File: config.mk
export PLATFORM = sky130hd
export DESIGN_NAME = pipe_stage_skid_reg
export DESIGN_NICKNAME = d
export VERILOG_FILES = /design/src/rtl/pipe_stage_skid_reg.sv
export SDC_FILE = /design/constraint.sdc
export NUM_CORES = 1
export LEC_CHECK = 0
export BUFFER_PORTS_ARGS = -buffer_cell sky130_fd_sc_hd__buf_2
export CORE_ASPECT_RATIO = 0.8
export CORE_MARGIN = 2
export CORE_UTILIZATION = 54
export DETAILED_ROUTE_END_ITERATION = 6
export PLACE_DENSITY = 0.8
export REMOVE_ABC_BUFFERS = 1
export SLEW_MARGIN = 20
export SYNTH_ARGS = -nofsm -noshare
export SYNTH_HDL_FRONTEND = slang
export SYNTH_SLANG_ARGS = --single-unit
File: constraint.sdc
create_clock -name clk -period 2.55 [get_ports clk]
set_input_delay 0.255 -clock clk [delete_from_list [all_inputs] [get_ports clk]]
set_output_delay 0.255 -clock clk [all_outputs]
set_load 0.02 [all_outputs]
File: src/rtl/pipe_stage_skid_reg.sv
// Pipeline stage register with valid/ready handshake and a 2-entry skid buffer; ready is registered toward the producer.
// Optional statistics counters are compiled in with `define PIPE_STATS_EN.
module pipe_stage_skid_reg #(
  parameter int unsigned CTRL_W = 3,
  parameter int unsigned DATA_W = 32,
  parameter int unsigned DEST_W = 4,
  parameter int unsigned CNT_W  = 16
) (
  input  logic              clk,
  input  logic              rst,
  input  logic              freeze,
  input  logic              flush,
  input  logic              in_valid,
  output logic              in_ready,
  input  logic [CTRL_W-1:0] in_ctrl,
  input  logic [DATA_W-1:0] in_data0,
  input  logic [DATA_W-1:0] in_data1,
  input  logic [DEST_W-1:0] in_dest,
  output logic              out_valid,
  input  logic              out_ready,
  output logic [CTRL_W-1:0] out_ctrl,
  output logic [DATA_W-1:0] out_data0,
  output logic [DATA_W-1:0] out_data1,
  output logic [DEST_W-1:0] out_dest
`ifdef PIPE_STATS_EN
  ,
  input  logic              stats_clr,
  output logic [CNT_W-1:0]  stall_cnt,
  output logic [CNT_W-1:0]  flush_cnt
`endif
);

  // Bit 0 is the main-entry valid, bit 1 the skid-entry valid.
  typedef enum logic [1:0] {
    EMPTY = 2'b00,
    ONE   = 2'b01,
    TWO   = 2'b11
  } state_t;

  state_t state;

  logic              main_valid;
  logic              skid_valid;
  logic              accept;
  logic              pop;

  logic [CTRL_W-1:0] main_ctrl;
  logic [DATA_W-1:0] main_data0;
  logic [DATA_W-1:0] main_data1;
  logic [DEST_W-1:0] main_dest;

  logic [CTRL_W-1:0] skid_ctrl;
  logic [DATA_W-1:0] skid_data0;
  logic [DATA_W-1:0] skid_data1;
  logic [DEST_W-1:0] skid_dest;

  always_comb begin
    main_valid = state[0];
    skid_valid = state[1];
    in_ready   = ~skid_valid & ~freeze & ~flush;
    out_valid  = main_valid & ~freeze & ~flush;
    accept     = in_valid & in_ready;
    pop        = out_valid & out_ready;
    out_ctrl   = main_ctrl & {CTRL_W{out_valid}};
    out_data0  = main_data0;
    out_data1  = main_data1;
    out_dest   = main_dest;
  end

  always_ff @(posedge clk or negedge rst) begin
    if (!rst) begin
      state      <= EMPTY;
      main_ctrl  <= '0;
      main_data0 <= '0;
      main_data1 <= '0;
      main_dest  <= '0;
      skid_ctrl  <= '0;
      skid_data0 <= '0;
      skid_data1 <= '0;
      skid_dest  <= '0;
    end else if (flush) begin
      // Data fields are kept; only the valid bits are dropped.
      state <= EMPTY;
    end else begin
      case (state)
        EMPTY: begin
          if (accept) begin
            state      <= ONE;
            main_ctrl  <= in_ctrl;
            main_data0 <= in_data0;
            main_data1 <= in_data1;
            main_dest  <= in_dest;
          end
        end
        ONE: begin
          if (accept && pop) begin
            main_ctrl  <= in_ctrl;
            main_data0 <= in_data0;
            main_data1 <= in_data1;
            main_dest  <= in_dest;
          end else if (accept) begin
            state      <= TWO;
            skid_ctrl  <= in_ctrl;
            skid_data0 <= in_data0;
            skid_data1 <= in_data1;
            skid_dest  <= in_dest;
          end else if (pop) begin
            state <= EMPTY;
          end
        end
        TWO: begin
          if (pop) begin
            state      <= ONE;
            main_ctrl  <= skid_ctrl;
            main_data0 <= skid_data0;
            main_data1 <= skid_data1;
            main_dest  <= skid_dest;
          end
        end
        default: state <= EMPTY;
      endcase
    end
  end

`ifdef PIPE_STATS_EN
  always_ff @(posedge clk or negedge rst) begin
    if (!rst) begin
      stall_cnt <= '0;
      flush_cnt <= '0;
    end else if (stats_clr) begin
      stall_cnt <= '0;
      flush_cnt <= '0;
    end else begin
      if (main_valid && (!out_ready || freeze) && (stall_cnt != '1))
        stall_cnt <= stall_cnt + 1'b1;
      // A held skid entry implies a held main entry, so main_valid covers both.
      if (flush && main_valid && (flush_cnt != '1))
        flush_cnt <= flush_cnt + 1'b1;
    end
  end
`endif

endmodule

# [Word-level counts from Yosys, hierarchy flattened]
# Index checks and enable logic that the tools add are counted.
[totals] output_inout_bits=73 word_cells=58 reg_bits=144
[op_classes] bitwise=11 mux=23 n_reduce_logical=6 n_eq_ne=9
[op_table] operator="$mux W32" count=6
[op_table] operator="$pmux W32 S3" count=2
[op_table] operator="$mux W2" count=6
[op_table] operator="$mux W4" count=3
[op_table] operator="$pmux W4 S3" count=1
[op_table] operator="$mux W3" count=3
[op_table] operator="$ne A3 B3 Y1 const B" count=3
[op_table] operator="$pmux W3 S3" count=1
[op_table] operator="$reduce_and A4 Y1" count=2
[op_table] operator="$and A1 B1 Y1" count=6
[op_table] operator="$ne A2 B2 Y1 const B" count=3
[op_table] operator="$pmux W2 S3" count=1
[op_table] operator="$reduce_and A5 Y1" count=1
[op_table] operator="$ne A4 B4 Y1 const B" count=1
[op_table] operator="$not A1 Y1" count=4
[op_table] operator="$and A3 B3 Y3" count=1
[op_table] operator="$reduce_bool A3 Y1" count=1
[op_table] operator="$eq A2 B1 Y1 const B" count=1
[op_table] operator="$eq A2 B2 Y1 const B" count=1
[op_table] operator="$logic_not A2 Y1" count=1
[op_table] operator="$logic_and A1 B1 Y1" count=1

# [Logic depth before layout (Yosys ltp)]
[logic_depth] ltp_word=9 mapped_depth=7 mapped_depth_nobuf=6

# [Least setup slack after synthesis]
# Ideal clock, no wire load.
[synth_path] kind="reg-to-reg" from="register state[1]" to="register main_ctrl[0]" slack_ps=305 arrival_ps=2119 path_buffers=1 required_time_ps=2425 setup_time_ps=125 period_less_slack_ps=2245 stages_incl_launch_ff=8 cell_sequence="dfrtp_1 inv_1 ha_1 nand3b_1 or2_2 a221oi_4 buf_6 mux2_4"
[synth_between] elab_chain_len=7 word_cells_on_any_way=14
[synth_rtl] item="from (decl)" line_no="40" source="state_t state;"
[synth_rtl] item="from (signal assigned)" line_no="72" source="state <= EMPTY;"
[synth_rtl] item="from (signal assigned)" line_no="83" source="state <= EMPTY;"
[synth_rtl] item="from (signal assigned)" line_no="88" source="state <= ONE;"
[synth_rtl] item="$not A1 Y1" line_no="60" source="in_ready = ~skid_valid & ~freeze & ~flush;"
[synth_rtl] item="$and A1 B1 Y1 (2 in series)" line_no="60"
[synth_rtl] item="$and A1 B1 Y1" line_no="62" source="accept = in_valid & in_ready;"
[synth_rtl] item="$logic_and A1 B1 Y1" line_no="96" source="if (accept && pop) begin"
[synth_rtl] item="$ne A2 B2 Y1 (no line)"
[synth_rtl] item="$reduce_and A5 Y1 (no line)"
[synth_rtl] item="to (signal assigned)" line_no="89" source="main_ctrl <= in_ctrl;"
[synth_rtl] item="to (signal assigned)" line_no="97" source="main_ctrl <= in_ctrl;"
[synth_rtl] item="to (signal assigned)" line_no="114" source="main_ctrl <= skid_ctrl;"
[synth_rtl] item="to (decl)" line_no="47" source="logic [CTRL_W-1:0] main_ctrl;"
# Parallel ways exist; a longest one is shown, timed or not.
# A chain may end at the register's enable or synchronous reset.

# [Worst setup path in the final report]
[layout_path] from="register state[1]" to="register main_data1[7] (netlist: out_data1[7])"
[layout_between] elab_chain_len=7 word_cells_on_any_way=14
[layout_rtl] item="$not A1 Y1" line_no="60"
[layout_rtl] item="$and A1 B1 Y1 (2 in series)" line_no="60"
[layout_rtl] item="$and A1 B1 Y1" line_no="62"
[layout_rtl] item="$logic_and A1 B1 Y1" line_no="96"
[layout_rtl] item="$ne A2 B2 Y1 (no line)"
[layout_rtl] item="$reduce_and A5 Y1 (no line)"
[layout_rtl] item="to (signal assigned)" line_no="91" source="main_data1 <= in_data1;"
[layout_rtl] item="to (signal assigned)" line_no="99" source="main_data1 <= in_data1;"
[layout_rtl] item="to (signal assigned)" line_no="116" source="main_data1 <= skid_data1;"
[layout_rtl] item="to (decl)" line_no="49" source="logic [DATA_W-1:0] main_data1;"
# Parallel ways exist; a longest one is shown, timed or not.

==> results.md <==
Timing:
- The final number of setup-violating endpoints is 0.
- Across the routed clock network, the largest skew measured is 0.00790 ns.
- The final count of hold timing violations is 0.
- The total count of max-transition violations in the final report is 0.
- The maximum operating frequency is between 400 and 500 MHz.
- Setup repair after global routing left no endpoint under its margin.
- The final clock period utilization by the worst path is a little over nine tenths.
- At the pin with the least slew margin, the transition time is a little over 0.8 ns.
- The time the worst path needs with I/O delays and setup is 2.41 ns.
- The worst slew margin relative to its limit is 44.6%.
- The minimum hold slack is 0.0769 ns.

Clock tree:
- TritonCTS built the clock tree.
- The root buffer cell is sky130_fd_sc_hd__clkbuf_16.
- Buffers inserted during clock tree synthesis total 17.
- Buffers added to address setup during post-CTS repair amount to 0.
- The clock tree buffer depth is 2.
- The clock edge transition at the registers on the reported setup and hold paths is 0.06 ns.
- Counting every sink on the clock net gives 144.
- The clock reaches the later pin of the worst-skew pair after 0.42 ns.
- The H-tree depth reported by CTS is 4.

Final layout:
- The repair_antennas step left the layout with diodes totalling 0.
- Counting the fill cells in the layout gives just over 800.
- The sequential cell area in the final layout is approximately 3600 sq um.
- For this run, the share of the core covered by cells in the final layout is 68.2%.
- Summing all multi-input logic gate instances after layout gives 2930 sq um.
- The final layout net count is 654.
- The layout overhead on the synthesized area is 23.8%.
- Cells with a size suffix above 1 make up between 70% and 80% of the layout.

Die:
- The area of the die is 13300 sq um.
- The vertical die dimension is around 100 um.
- The floorplan row count is 36.
- In this run the count of I/O pins placed on the die edge is 150.
- The core footprint is about 12000 sq um.
- From left edge to right edge, the die measures around 130 um.
- Once the floorplan was initialized, standard cells occupied 55.1% of the core.

Global route:
- The via count of the first global-routing pass is 4218.
- Entering global routing, the biggest net connects 91 pins.
- The aggregate global-route resource usage is 21.6%.
- The initial antenna violation count is 2.
- The first global-routing pass estimated 21900 um of wire.
- After global routing the overflow that remains totals 0.

Setup path:
- The reg-to-reg critical path endpoint is out_data1[7].
- STA puts the critical path data arrival time at roughly 2.7 ns.
- The reg-to-reg startpoint is state[1].
- STA classifies the critical path startpoint as a flip-flop.
- The worst setup path is captured at a flip-flop.
- Along the worst path, the maximum fanout reaches 18.
- The setup slack of the worst register-to-register path is about 0.14 ns.
- The type of the setup path with the least slack is reg -> reg.
- The data required time of the critical path is 2.85 ns.
- The number of cells on the worst reg-to-reg path is 8.

Drt:
- The detailed-route DRC error count is 0.
- The number of DRC markers in iteration 0 is 171.
- The count of nets left with antenna violations once routing finished came out at 0.
- In the routed layout, each cell is associated on average with a via count of 5.43.
- The via count of the routed design is 3991.
- The final routed wirelength across all metal layers is around 14000 um.
- The length of the first detailed-routing pass in iterations is 4.
- After detailed routing, the average wire length per cell comes to 18.8 um.

Worst hold path:
- The type of the worst min-delay path is in -> reg.
- In this run the most critical hold path is launched from in_data0[29].
- The path with the worst hold slack has its endpoint at skid_data0[29].
- Counting instances, the worst hold path has a depth of 2.

Synthesis:
- The synthesis-stage register bit count is 144.
- The number of warnings reported in the yosys synthesis log is 0.
- The share of the synthesized area in the top cell type is 53.9%.
- The cell accounting for the most synthesized area is sky130_fd_sc_hd__dfrtp_1.
- Dividing the synthesized area by the synthesized cell count gives 16.1 sq um.
- Ranked by total cell area, the synthesized netlist is headed by sky130_fd_sc_hd__dfrtp_1, sky130_fd_sc_hd__mux2_2, sky130_fd_sc_hd__mux2_4, sky130_fd_sc_hd__buf_6, sky130_fd_sc_hd__ha_1.
- After synthesis, the netlist uses 29 different library cells.
- The proportion of synthesized chip area in sequential cells is 53.9%.
- In this run the cell area of the synthesized design comes to 6680 sq um.
- The cell count after synthesis is 414.

Run status:
- The flow ran to the end, and the final reports show no timing, DRC or antenna violations.

Placement:
- The quantity of I/O buffers inserted on ports is around 150.
- Routability-driven placement finished with a final weighted congestion of about 0.90.
- The half-perimeter wire length after detailed placement is 9140 um.

Run:
- The number of violations of the max-capacitance limit is 0.

Power and ir drop:
- The analysis attributes to cell leakage a power of 3.89 nW.
- The power density relative to cell area is 1230 nW/um^2.
- The worst ir drop on vdd is 747 uV.
-- sequential cells by signal, summed over array words and instances, names as in the netlist --
name	count
out_data0	32
skid_ctrl	3
main_ctrl	3
out_data1	32
skid_dest	4
state	2
out_dest	4
skid_data0	32
skid_data1	32
-- metrics by stage --
step | TNS [ns] | cell area [sq um] | power, mW | instances | worst slack, ns
6_report | 0 | 8270 | 10.1 | 735 | 0.140
5_1_grt | 0 | 8270 | 10.7 | 735 | 0.0486
4_1_cts | 0 | 8270 | 10.2 | 735 | 0.0585
3_5_place_dp | 0 | 7680 | 7.70 | 705 | 0.0778
3_3_place_gp | 0 | 7680 | 7.51 | 705 | 0.198
2_1_floorplan | -403.45 | 6520 | 6.55 | 390 | -2.91
-- how the worst max path moves through the flow --
stage | startpoint | end | slack, ns | cells after the start
4_1_cts | state[0] | out_data1[10] | 0.06 | 7
6_report | state[1] | out_data1[7] | 0.14 | 8
2_1_floorplan | state[0] | out_data1[23] | -2.91 | 4
3_3_place_gp | state[0] | out_data0[9] | 0.20 | 7
3_5_place_dp | state[0] | out_data1[10] | 0.08 | 7
5_1_grt | state[1] | out_data1[10] | 0.05 | 8
-- placed cells by master, fill, tap and decap left out, drive strengths merged, types with 2 or more instances in the layout --
master  count
and3        3
bufinv      2
mux2      213
inv         2
nor2        3
ha          4
a21oi       2
dfrtp     144
buf       163
clkbuf     25
or2         2
nor3        2
-- power breakdown --
| part | switching, mW | internal [mW] | leakage (nW) |
|---|---|---|---|
| clock network | 0.892 | 1.56 | 0.282 |
| registers | 0.614 | 3.40 | 1.75 |
| logic | 1.69 | 1.98 | 1.86 |
-- final cells by class --
cell class	count	area share, %
clock inverter	4	0.923
tap	152	2.30
sequential	144	43.6
timing repair buffer	164	11.5
multi-input combinational	244	35.4
inverter	2	0.0908
clock buffer	25	6.11
-- per-layer routing --
layer / global-route usage, % / vias up / wire (um) / part of all wire, %
li1: - / 1816 / - / -
met3: 7.20 / 24 / 1100 / 8.0
met1: 28.5 / 2024 / 6190 / 45
met2: 32.9 / 125 / 6250 / 45
met4: 9.81 / 2 / 272 / 2.0
met5: 0 / - / 12 / 0.087
-- cell families after synthesis --
| group | count (synthesis) | share of synthesized area [%] |
|---|---|---|
| flops | 144 | 53.9 |
| buf+inv | 26 | 2.51 |
| mux | 213 | 39.8 |
| fa+ha+maj | 4 | 0.749 |
| compound gates | 7 | 0.974 |
| simple gates | 20 | 1.99 |
-- repair_timing --
action / in CTS / in global routing
resized for setup: 0 / 1
endpoints found under the setup margin: 0 / 43
endpoints found under the hold margin: 88 / 0
hold buffers: 1 / 0
-- critical path: stages (launching register included) --
cell	delay, ns
sky130_fd_sc_hd__dfrtp_1	0.44
sky130_fd_sc_hd__inv_1	0.12
sky130_fd_sc_hd__ha_1	0.19
sky130_fd_sc_hd__nand3b_1	0.12
sky130_fd_sc_hd__or2_2	0.34
sky130_fd_sc_hd__a221oi_4	0.32
sky130_fd_sc_hd__buf_12	0.24
sky130_fd_sc_hd__buf_12	0.19
sky130_fd_sc_hd__mux2_4	0.32
-- synth_stat cells (all sizes together) --
library cell,n
nand2b,1
o211ai,1
a211oi,1
dfrtp,144
nor4b,1
inv,2
nand3b,1
or2,2
o21ai,1
or3,1
buf,14
and3,3
clkbuf,10
a21oi,2
nand2,1
ha,4
nand4bb,1
mux2,213
nand4b,1
or3b,1
a221oi,1
nor3,2
a211o,1
nand3,1
nor2,3
or4,1
Power figures use the tool's default switching activity.
